[src/rtl/leds_rgb_seq.sv]
// Line-synchronous R/G/B exposure sequencer driving the START/END/RGB controls of leds_rgb_pwm.
// Every output is a registered decode of the sequencer state, so it appears one cycle after that state.
module leds_rgb_seq #(
  parameter int EXPO_W = 16,
  parameter int GAP_W  = 8
) (
  input  logic              CLK,
  input  logic              RST,
  input  logic              LINE_TRIG,
  input  logic [2:0]        COLOR_EN,
  input  logic [EXPO_W-1:0] EXPO_R,
  input  logic [EXPO_W-1:0] EXPO_G,
  input  logic [EXPO_W-1:0] EXPO_B,
  input  logic [GAP_W-1:0]  GAP,
  input  logic              CLR_OVR,
  output logic              START,
  output logic              END,
  output logic [2:0]        RGB,
  output logic              BUSY,
  output logic              LINE_DONE,
  output logic              OVERRUN
);

  typedef enum logic [2:0] {
    S_IDLE  = 3'd0,
    S_SETUP = 3'd1,
    S_ON    = 3'd2,
    S_GAP   = 3'd3,
    S_DONE  = 3'd4
  } state_t;

  state_t            state_q, state_d;
  logic [2:0]        col_q, col_d;
  logic [2:0]        rem_q, rem_d;
  logic [EXPO_W-1:0] expo_r_q, expo_r_d;
  logic [EXPO_W-1:0] expo_g_q, expo_g_d;
  logic [EXPO_W-1:0] expo_b_q, expo_b_d;
  logic [GAP_W-1:0]  gap_q, gap_d;
  logic [EXPO_W-1:0] ecnt_q, ecnt_d;
  logic [GAP_W-1:0]  gcnt_q, gcnt_d;
  logic              ovr_q, ovr_d;

  logic              start_q, start_d;
  logic              end_q, end_d;
  logic [2:0]        rgb_q, rgb_d;
  logic              busy_q, busy_d;
  logic              done_q, done_d;
  logic              ovr_out_q;

  logic [2:0]        act_s;
  logic [2:0]        first_s;
  logic [2:0]        next_s;
  logic              busy_s;
  logic [EXPO_W-1:0] expo_sel_s;

  // Highest-priority colour of a mask, in R, G, B order.
  function automatic logic [2:0] first_col(input logic [2:0] m);
    if (m[2]) begin
      first_col = 3'b100;
    end else if (m[1]) begin
      first_col = 3'b010;
    end else if (m[0]) begin
      first_col = 3'b001;
    end else begin
      first_col = 3'b000;
    end
  endfunction

  // Next-state, counters, shadow capture and output decode.
  always_comb begin
    state_d  = state_q;
    col_d    = col_q;
    rem_d    = rem_q;
    expo_r_d = expo_r_q;
    expo_g_d = expo_g_q;
    expo_b_d = expo_b_q;
    gap_d    = gap_q;
    ecnt_d   = ecnt_q;
    gcnt_d   = gcnt_q;

    act_s      = COLOR_EN & {(EXPO_R != {EXPO_W{1'b0}}), (EXPO_G != {EXPO_W{1'b0}}),
                             (EXPO_B != {EXPO_W{1'b0}})};
    first_s    = first_col(act_s);
    next_s     = first_col(rem_q);
    busy_s     = (state_q == S_SETUP) || (state_q == S_ON) || (state_q == S_GAP);
    expo_sel_s = col_q[2] ? expo_r_q : (col_q[1] ? expo_g_q : expo_b_q);

    case (state_q)
      S_IDLE, S_DONE: begin
        if (LINE_TRIG) begin
          expo_r_d = EXPO_R;
          expo_g_d = EXPO_G;
          expo_b_d = EXPO_B;
          gap_d    = GAP;
          col_d    = first_s;
          rem_d    = act_s & ~first_s;
          if (act_s != 3'b000) begin
            state_d = S_SETUP;
          end else begin
            state_d = S_DONE;
          end
        end else begin
          state_d = S_IDLE;
        end
      end
      S_SETUP: begin
        ecnt_d  = expo_sel_s;
        state_d = S_ON;
      end
      S_ON: begin
        if (ecnt_q == {EXPO_W{1'b0}}) begin
          if (rem_q != 3'b000) begin
            // Colour advances here; RGB is blank through the gap so the early switch is invisible.
            col_d = next_s;
            rem_d = rem_q & ~next_s;
            if (gap_q != {GAP_W{1'b0}}) begin
              gcnt_d  = gap_q;
              state_d = S_GAP;
            end else begin
              state_d = S_SETUP;
            end
          end else begin
            state_d = S_DONE;
          end
        end else begin
          ecnt_d = ecnt_q - {{(EXPO_W-1){1'b0}}, 1'b1};
        end
      end
      S_GAP: begin
        if (gcnt_q == {{(GAP_W-1){1'b0}}, 1'b1}) begin
          state_d = S_SETUP;
        end else begin
          gcnt_d = gcnt_q - {{(GAP_W-1){1'b0}}, 1'b1};
        end
      end
      default: begin
        state_d = S_IDLE;
      end
    endcase

    // The counter holds EXPO only in the first ON cycle because EXPO is never zero here.
    start_d = (state_q == S_ON) && (ecnt_q == expo_sel_s);
    end_d   = (state_q == S_ON) && (ecnt_q == {EXPO_W{1'b0}});
    rgb_d   = ((state_q == S_SETUP) || (state_q == S_ON)) ? col_q : 3'b000;
    busy_d  = busy_s;
    done_d  = (state_q == S_DONE);

    if (LINE_TRIG && busy_s) begin
      ovr_d = 1'b1;
    end else if (CLR_OVR) begin
      ovr_d = 1'b0;
    end else begin
      ovr_d = ovr_q;
    end
  end

  // State, shadow and output registers with synchronous reset.
  always_ff @(posedge CLK) begin
    if (RST) begin
      state_q   <= S_IDLE;
      col_q     <= 3'b000;
      rem_q     <= 3'b000;
      expo_r_q  <= {EXPO_W{1'b0}};
      expo_g_q  <= {EXPO_W{1'b0}};
      expo_b_q  <= {EXPO_W{1'b0}};
      gap_q     <= {GAP_W{1'b0}};
      ecnt_q    <= {EXPO_W{1'b0}};
      gcnt_q    <= {GAP_W{1'b0}};
      ovr_q     <= 1'b0;
      start_q   <= 1'b0;
      end_q     <= 1'b0;
      rgb_q     <= 3'b000;
      busy_q    <= 1'b0;
      done_q    <= 1'b0;
      ovr_out_q <= 1'b0;
    end else begin
      state_q   <= state_d;
      col_q     <= col_d;
      rem_q     <= rem_d;
      expo_r_q  <= expo_r_d;
      expo_g_q  <= expo_g_d;
      expo_b_q  <= expo_b_d;
      gap_q     <= gap_d;
      ecnt_q    <= ecnt_d;
      gcnt_q    <= gcnt_d;
      ovr_q     <= ovr_d;
      start_q   <= start_d;
      end_q     <= end_d;
      rgb_q     <= rgb_d;
      busy_q    <= busy_d;
      done_q    <= done_d;
      ovr_out_q <= ovr_q;
    end
  end

  assign START     = start_q;
  assign END       = end_q;
  assign RGB       = rgb_q;
  assign BUSY      = busy_q;
  assign LINE_DONE = done_q;
  assign OVERRUN   = ovr_out_q;

endmodule
[config.mk]
export PLATFORM = sky130hd
export DESIGN_NAME = leds_rgb_seq
export DESIGN_NICKNAME = d
export VERILOG_FILES = /design/src/rtl/leds_rgb_seq.sv
export SDC_FILE = /design/constraint.sdc
export NUM_CORES = 1
export LEC_CHECK = 0
export BUFFER_PORTS_ARGS = -buffer_cell sky130_fd_sc_hd__buf_2
export CAP_MARGIN = 20
export CORE_ASPECT_RATIO = 1.1
export CORE_MARGIN = 1
export CORE_UTILIZATION = 52
export DETAILED_ROUTE_END_ITERATION = 8
export MAX_ROUTING_LAYER = met4
export PLACE_DENSITY = 0.82
export SYNTH_ARGS = -nofsm -noshare
export SYNTH_HDL_FRONTEND = slang
export SYNTH_SLANG_ARGS = --single-unit
[constraint.sdc]
create_clock -name CLK -period 6.2 [get_ports CLK]
set_input_delay 0 -clock CLK [delete_from_list [all_inputs] [get_ports CLK]]
set_output_delay 0 -clock CLK [all_outputs]
set_load 0.005 [all_outputs]
==> impl_metrics.toml <==
[status]
status = "finished clean"

[min_path]
worstHoldPathType = "in2reg"

[critical_path]
critPathLaunchType = "flop"
critical-path-max-stage-delay_ns = 0.57
path_buf_inv = 2
cp_slowest_cell = "o21ai_0"
cp.required_ns = 6.47
cp_max_fo = 9
reg2reg_depth = 8
endpoint_kind = "flop"
r2r-start = "ecnt_q[1]$_SDFFE_PP0P_"
rr_endpoint = "ecnt_q[6]$_SDFFE_PP0P_"
cp.arrival_ns = 2.78
crit_family = "compound AO/OA/AOI/OAI gates"
crit_start = "ecnt_q[1]$_SDFFE_PP0P_"
critical_path_depth = 8
critPathKind = "reg2reg"
r2r_slack_ns = 3.69
cp_cell_sequence = "inv_1, ha_1, nor4b_1, and4_1, o21ai_0, buf_4, nand2_1, a32o_1"
cp-endpoint = "ecnt_q[6]$_SDFFE_PP0P_"

[pwr]
total_power_w = 0.001518
power_density_nw_per_um2 = 254.0
vdd_drop_max_mv = 0.2200
p_leak_nw = 2.331

[floorplanning]
initial_utilization_pct = 54.31
design.core.area_um2 = 9009
rows = 36
dieArea_um2 = 9800
die_h_um = 103.7
io-pin-count = 71
die_w_um = 94.48

[clock_network]
cts_setup_buffers = 0
clk-insertion-delay-late_ns = 0.38
clk_pin_slew_ns = 0.09
cts_hold_buf = 58
h-tree-depth = 3
cts_resized = 0
numCtsBuffers = 9
cts_sinks = 97
clk_path_buf_depth = 2
cts_root_buf = "clkbuf_8"
cts_tree = "yes"

[global_route]
busiest_layer = "met2"
grt_max_degree = 91
grt_util_met2_pct = 49.79
grtUsageMet1_pct = 39.78
grt_pass1_wl_mm = 24.03
grt-ovfl-total = 0
antenna_found_initial = 0
grtUsageTotal_pct = 32.34
grt_pass1_vias = 4819
grtUsageMet3_pct = 5.653

[timing]
rsz0062_at_grt = "false"
setup_viol = 0
worst_slew_pin_slew_ns = 1.070
period_minus_slack_ns = 2.505
min_period_over_period_pct = 40.41
finalWorstSetupSlack_ns = 3.695
slew_viol_final = 0
hold_viol = 0
slew_headroom_pct = 28.67
finClkSkew_ns = 0.006903
maxClockFrequency_mhz = 399.2
finalSetupTns_ns = 0

[layout]
layout-drive-gt1-share_pct = 15.23
fillers = 700
insertedDiodeCount = 0
area_delta_synth_final_pct = 22.12
stdcell_area_um2 = 5974
final_nets = 793

[placed_design]
hpwl_mm = 9.110
pre_cts_ws_ns = 3.820
finalWeightedCongestion = 0.9887
place_area_um2 = 5200
placement.io_buffers = 70

[run]
max_cap_viol_count = 0

[synthesis]
ys.warnings.count = 0
synthTopCellsByArea = "dfxtp_1 (40%), nand2_1 (11%), a21oi_1 (9.5%)"
syn_avg_cell_area_um2 = 7.790
synthFlopType = "dfxtp_1"
ys_ff_latch = 97
yosysTopAreaCell = "dfxtp_1"
yosysSeqAreaShare_pct = 39.69
yosys.area.top_type_share_pct = 39.69
synth_area_um2 = 4892
ys_types = 65
synth_fp_nets = 695
synthCells = 628
synth-edff-count = 0
async_reset_ff_share_pct = 0

[routing]
drc = 0
viasPerCell = 6.079
ant_nets = 0
drt_iter0_markers = 611
wl_per_cell_um = 17.76
vias = 5125
drtPass1Iterations = 5
routed_wirelength_mm = 14.97
-- worst min-delay path, cell delays in order --
cell and delay [ns]:
buf_2 0.10, o41ai_1 0.11, or3_1 0.13, a21oi_1 0.05
-- area by class of cell --
class / instances / area [µm²] / area share, %
clock inverter: 2 / 38.79 / 0.6492
multi-input combinational: 471 / 2675 / 44.77
inverter: 14 / 52.55 / 0.8796
tap: 114 / 142.6 / 2.387
clock buffer: 12 / 155.1 / 2.597
timing repair buffer: 133 / 968.4 / 16.21
sequential: 97 / 1942 / 32.50
-- cells by family (layout without fill, tap and decap cells) --
family	count (synthesis)	after routing	synth area share, %
simple gates	260	260	25.27
mux	25	25	5.320
xor+xnor	12	12	2.148
buf+inv	60	161	5.652
fa+ha+maj	4	4	1.023
flops	97	97	39.69
compound gates	170	170	20.90
-- cell usage in the layout, fill, tap and decap left out, drive strengths merged, types with 8 or more instances in the layout --
| master | synthesis | layout |
|---|---|---|
| a21oi | 95 | 95 |
| mux2 | 8 | 8 |
| or4 | 11 | 11 |
| nor4 | 15 | 15 |
| nor3 | 16 | 16 |
| clkbuf | 31 | 12 |
| dlygate4sd3 | 0 | 58 |
| dfxtp | 97 | 97 |
| nor2 | 31 | 31 |
| buf | 15 | 75 |
| xor2 | 10 | 10 |
| nand2 | 142 | 142 |
| o21ai | 31 | 31 |
| mux2i | 17 | 17 |
| inv | 13 | 13 |
-- metal layers --
layer | vias to the layer above | share of wire, %
li1 | 2401 | -
met4 | 0 | 5.5
met1 | 2353 | 40
met2 | 297 | 46
met5 | - | 0
met3 | 74 | 7.8
-- power breakdown --
group | internal (W) | leakage (nW) | switching, W
Sequential | 0.000667 | 0.793 | 0.0000509
Combinational | 0.000151 | 1.44 | 0.000222
Clock | 0.000205 | 0.0985 | 0.000221
Total | 0.00102 | 2.33 | 0.000494
-- flip-flops by register name (all words and copies together), names as in the netlist --
register	cells
LINE_DONE	1
ecnt_q	16
expo_r_q	16
OVERRUN	1
gap_q	8
RGB	3
rem_q	2
col_q	3
expo_b_q	16
state_q	3
END	1
BUSY	1
ovr_q	1
expo_g_q	16
gcnt_q	8
START	1
-- worst min path at each step --
stage / startpoint / end / cells after the start
finish: COLOR_EN[0] / rem_q[0]$_SDFFE_PP0P_ / 4
global route: COLOR_EN[0] / rem_q[0]$_SDFFE_PP0P_ / 4
CTS: COLOR_EN[0] / rem_q[0]$_SDFFE_PP0P_ / 4
detailed placement: GAP[2] / gap_q[2]$_SDFFE_PP0P_ / 3
global placement: GAP[4] / gap_q[4]$_SDFFE_PP0P_ / 3
floorplan: LINE_TRIG / ovr_q$_SDFFE_PP0P_ / 1
-- cell usage after synthesis, drive strengths merged, types with 4 or more instances --
cell type	n
xor2	10
a31oi	4
ha	4
or4	11
o22ai	5
nor2b	7
nand4	5
nor4	15
inv	13
nor2	31
dfxtp	97
a21oi	95
clkbuf	31
nand2	142
or2	5
mux2	8
o21ai	31
nor3	16
mux2i	17
and2	7
buf	15
-- metrics by stage --
stage,hold slack (ns),util (%),cells
final,0.05333,66.32,843
after global routing,0.06179,66.32,843
after CTS,0.03017,66.32,843
after detailed placement,0.2485,57.72,771
after global placement,0.2405,57.72,771
after floorplan,0.1328,-,628
(Power assumes the default switching activity.)
